--- src/rtl/serial_subtractor.sv ---
// Bit-serial unsigned subtractor: diff = a - b, one bit per clock, LSB first.
// A full-subtractor cell with a registered borrow, sequenced by an IDLE/RUN/DONE FSM.
module serial_subtractor #(
  parameter int WIDTH = 8
) (
  input  logic             clock,
  input  logic             reset,
  input  logic             start_in,
  input  logic [WIDTH-1:0] a_in,
  input  logic [WIDTH-1:0] b_in,
  output logic             busy_out,
  output logic             done_out,
  output logic [WIDTH-1:0] diff_out,
  output logic             borrow_out,
  output logic [1:0]       state_dbg_out
);

  localparam int CW = $clog2(WIDTH + 1);

  typedef enum logic [1:0] {
    IDLE = 2'd0,
    RUN  = 2'd1,
    DONE = 2'd2
  } state_t;

  state_t           state_q, state_d;
  logic [WIDTH-1:0] a_q, a_d;
  logic [WIDTH-1:0] b_q, b_d;
  logic [WIDTH-1:0] part_q, part_d;
  logic [WIDTH-1:0] diff_q, diff_d;
  logic             bor_q, bor_d;
  logic             borrow_q, borrow_d;
  logic [CW-1:0]    cnt_q, cnt_d;

  logic             a0, b0, d_bit, bor_next;
  logic [WIDTH-1:0] part_shift;

  assign a0         = a_q[0];
  assign b0         = b_q[0];
  assign d_bit      = a0 ^ b0 ^ bor_q;
  assign bor_next   = (~a0 & b0) | (~(a0 ^ b0) & bor_q);
  assign part_shift = {d_bit, part_q[WIDTH-1:1]};

  always_comb begin
    state_d  = state_q;
    a_d      = a_q;
    b_d      = b_q;
    part_d   = part_q;
    diff_d   = diff_q;
    bor_d    = bor_q;
    borrow_d = borrow_q;
    cnt_d    = cnt_q;
    case (state_q)
      IDLE, DONE: begin
        // DONE accepts a new start just like IDLE, so operations can run back to back.
        if (start_in) begin
          a_d     = a_in;
          b_d     = b_in;
          part_d  = '0;
          bor_d   = 1'b0;
          cnt_d   = '0;
          state_d = RUN;
        end else begin
          state_d = IDLE;
        end
      end
      RUN: begin
        a_d    = a_q >> 1;
        b_d    = b_q >> 1;
        part_d = part_shift;
        bor_d  = bor_next;
        cnt_d  = cnt_q + CW'(1);
        // Result registers update only here, so they hold steady through IDLE and RUN.
        if (cnt_q == CW'(WIDTH - 1)) begin
          diff_d   = part_shift;
          borrow_d = bor_next;
          state_d  = DONE;
        end
      end
      default: state_d = IDLE;
    endcase
  end

  always_ff @(posedge clock or posedge reset) begin
    if (reset) begin
      state_q  <= IDLE;
      a_q      <= '0;
      b_q      <= '0;
      part_q   <= '0;
      diff_q   <= '0;
      bor_q    <= 1'b0;
      borrow_q <= 1'b0;
      cnt_q    <= '0;
    end else begin
      state_q  <= state_d;
      a_q      <= a_d;
      b_q      <= b_d;
      part_q   <= part_d;
      diff_q   <= diff_d;
      bor_q    <= bor_d;
      borrow_q <= borrow_d;
      cnt_q    <= cnt_d;
    end
  end

  assign busy_out      = (state_q == RUN);
  assign done_out      = (state_q == DONE);
  assign diff_out      = diff_q;
  assign borrow_out    = borrow_q;
  assign state_dbg_out = state_q;

endmodule
--- config.mk ---
export PLATFORM = sky130hd
export DESIGN_NAME = serial_subtractor
export DESIGN_NICKNAME = d
export VERILOG_FILES = /design/src/rtl/serial_subtractor.sv
export SDC_FILE = /design/constraint.sdc
export NUM_CORES = 1
export LEC_CHECK = 0
export CORE_ASPECT_RATIO = 0.5
export CORE_MARGIN = 2
export CORE_UTILIZATION = 45
export CTS_BUF_LIST = sky130_fd_sc_hd__clkbuf_8 sky130_fd_sc_hd__clkbuf_16
export DETAILED_ROUTE_END_ITERATION = 8
export MAX_ROUTING_LAYER = met4
export PLACE_DENSITY_LB_ADDON = 0.2
export SLEW_MARGIN = 15
export SYNTH_ARGS = -nofsm -noshare
export SYNTH_HDL_FRONTEND = slang
export SYNTH_SLANG_ARGS = --single-unit
--- constraint.sdc ---
create_clock -name clock -period 1.3 [get_ports clock]
set_input_delay 0.26 -clock clock [delete_from_list [all_inputs] [get_ports clock]]
set_output_delay 0.26 -clock clock [all_outputs]
set_load 0.1 [all_outputs]
==> reports/metrics.cfg <==
[grt]
antenna_found_initial = 0
grt_pass1_vias = 1190
gr-usage-all-layers = 0.1943
overflow = 0
grt_pass1_wl_mm = 5.526
grt_max_degree = 40

[sta]
setup_ws_ps = -205.6
setup_violations = 28
maxSlewViolCount = 0
tightestPinTransition_ps = 294.2
period_minus_slack_ps = 1506
fin_skew_ps = 7.964
fmax_mhz = 664.2
rsz0062_at_grt = yes
fin_crit_sh = 1.158
hold_violations = 0
slew_headroom = 0.8034

[detailed_routing]
ant_nets = 0
top_layer_used = met4
wl_met2_mm = 1.742
wirelength_mm = 3.796
viasPerCell = 5.122
drt_iter0_drc = 84
drt_first_pass_iters = 4
num_vias = 1255
drt-met1-wl_mm = 1.831
drcViolationCount = 0
post_drt_wl_per_cell_um = 15.49
routed-wl-met3_um = 167

[clock_network]
cts_hold_buf = 0
htreeDepth = 2
cts_max_path_buffers = 2
clk_pin_slew_ps = 70
cts_made_buffers = 5
worstSkewPairLatency_ps = 280
clkSinkCount = 39
cts_tree = built
root_buffer = clkbuf_8

[outcome]
status = finished with violations
violations = setup timing

[place]
pre_cts_slack_ps = -316.9
dp_hpwl_mm = 2.324
gp_congestion = 0.7944
port_buffers = 31

[logic_synthesis]
synth_fp_nets = 154
postSynthCellCount = 133
synth_top_cells_by_count = dfrtp_1, nand2_1, nand3_1
synth-edff-count = 0
synth.top_cell.area_share = 0.6061
syn-cell-area_um2 = 1610
yosysMostFrequentCell = dfrtp_1
yosys_register_bits = 39
post_synth.cell_area_avg_um2 = 12.11
synth-async-reset-ratio = 1.000
synth.distinct_cells = 24
yosysSeqAreaShare = 0.6061
yosys_most_used_dff = dfrtp_1
yosysTopAreaCell = dfrtp_1
synth_warnings = 0
synth_area_leaders = dfrtp_1, a22oi_1, a22o_1, mux2_2, nand3_1

[worst_setup_path]
crit_arrival_ps = 1250
cp-end-kind = primary output
path_class = reg2out
cp.required_ps = 1040
path_max_fanout = 5
start_kind = flip-flop

[pwr]
vdd_drop_max_v = 0.001860
p_per_area_nw_per_um2 = 2966
leakagePower_uw = 0.001198
power_uw = 7592

[layout]
drive_above_1_share = 0.3918
register_area_um2 = 983.4
fin_util = 0.7454
final_nets = 215
num_antenna_cells = 0
area_growth_pct = 58.97
num-fill-cells = 216
multiInputGateArea_um2 = 675.6

[floorplan]
rows = 15
initial_utilization = 0.4689
die-area_um2 = 4102
ioPinCount = 32
die_x_um = 88.60
fp.dieH_um = 46.30
core_um2 = 3435

[worst_hold_path]
hp-class = in2async

[flow_run]
maxCapViolations = 0

==> kinds of logic after synthesis <==
kind of cell             synth area share
AND/OR/NAND/NOR                    0.1204
flip-flops                         0.6061
AO/OA/AOI/OAI                      0.1383
buffers and inverters             0.04040
multiplexers                      0.07460
adder cells (fa/ha/maj)           0.02020
==> power by group <==
part	switching, uW	internal [uW]
Sequential	460	1780
Combinational	2500	2120
Clock	382	353
==> cell type report <==
type / count / share of cell area
repair buffers: 63 / 0.2869
multi-input cells: 80 / 0.2639
inverters: 5 / 0.01026
well taps: 51 / 0.02493
clock buffers: 5 / 0.02688
flip-flops and latches: 39 / 0.3842
clock inverters: 2 / 0.002933
==> path summary, 6_finish.rpt <==
| check | start | to | slack (ps) | cells past startpoint |
|---|---|---|---|---|
| max in group asynchronous | reset | state_dbg_out[0]$_DFFE_PP0P_ | 780 | 3 |
| setup reg to reg | state_dbg_out[1]$_DFFE_PP0P_ | diff_out[3]$_DFFE_PP0P_ | -200 | 4 |
| setup / recovery | state_dbg_out[1]$_DFFE_PP0P_ | busy_out | -210 | 3 |
| min in group clock | a_q[2]$_DFFE_PP0P_ | a_q[2]$_DFFE_PP0P_ | 510 | 2 |
| hold reg to reg | a_q[2]$_DFFE_PP0P_ | a_q[2]$_DFFE_PP0P_ | 510 | 2 |
| hold / removal | reset | state_dbg_out[1]$_DFFE_PP0P_ | 320 | 3 |
==> cells in the final DEF, fill, tap and decap left out <==
| cell | n |
|---|---|
| and2b_4 | 1 |
| inv_1 | 6 |
| nand2b_4 | 1 |
| dfrtp_1 | 37 |
| o21ai_0 | 2 |
| mux2i_1 | 3 |
| nand2_1 | 15 |
| a22oi_1 | 6 |
| a221o_1 | 1 |
| nor3_4 | 1 |
| nor2_4 | 1 |
| buf_6 | 11 |
| nand3_1 | 14 |
| nor2b_4 | 1 |
| ha_2 | 1 |
| a22oi_2 | 7 |
| clkbuf_8 | 5 |
| buf_4 | 20 |
| nand2b_1 | 1 |
| nor3_1 | 1 |
| o2bb2ai_2 | 1 |
| fa_1 | 1 |
| inv_8 | 1 |
| mux2_4 | 8 |
| nand2_4 | 1 |
| nor2b_1 | 1 |
| dfrtp_4 | 2 |
| clkdlybuf4s50_1 | 18 |
| nand4_1 | 1 |
| a22o_1 | 11 |
| buf_12 | 14 |
==> state kept, by name, summed over array words and instances (netlist names) <==
| signal | cells |
|---|---|
| a_q | 8 |
| b_q | 8 |
| bor_q | 1 |
| borrow_out | 1 |
| cnt_q | 4 |
| diff_out | 8 |
| part_q | 7 |
| state_dbg_out | 2 |
==> per-stage QoR <==
stage	hold slack [ps]	setup TNS (ps)	std cells	cell area (um2)
after floorplan	388.1	-10900	133	1655
after global placement	473.4	-6954	227	2273
after detailed placement	478.4	-7795	227	2273
after CTS	325.3	-2204	237	2429
after global routing	375.2	-4494	245	2560
final	320.0	-3233	245	2560
==> layer usage <==
layer	track usage	up-vias
met4	0.07879	0
met3	0.05735	9
li1	-	596
met5	-	-
met2	0.2827	39
met1	0.2583	611
==> worst max-delay path, stage by stage, from the launching register on <==
cell      delay, ps
dfrtp_4         490
nand2b_4        210
inv_8            90
buf_12          170
==> timing repair <==
action | CTS | global route
pin swaps | 0 | 18
setup endpoints to repair | 29 | 33
endpoints found under the hold margin | 0 | 0
gates resized for setup | 17 | 21
setup buffers | 3 | 10
gates cloned | 0 | 1
Note: power is estimated with default switching activity, not from simulation.
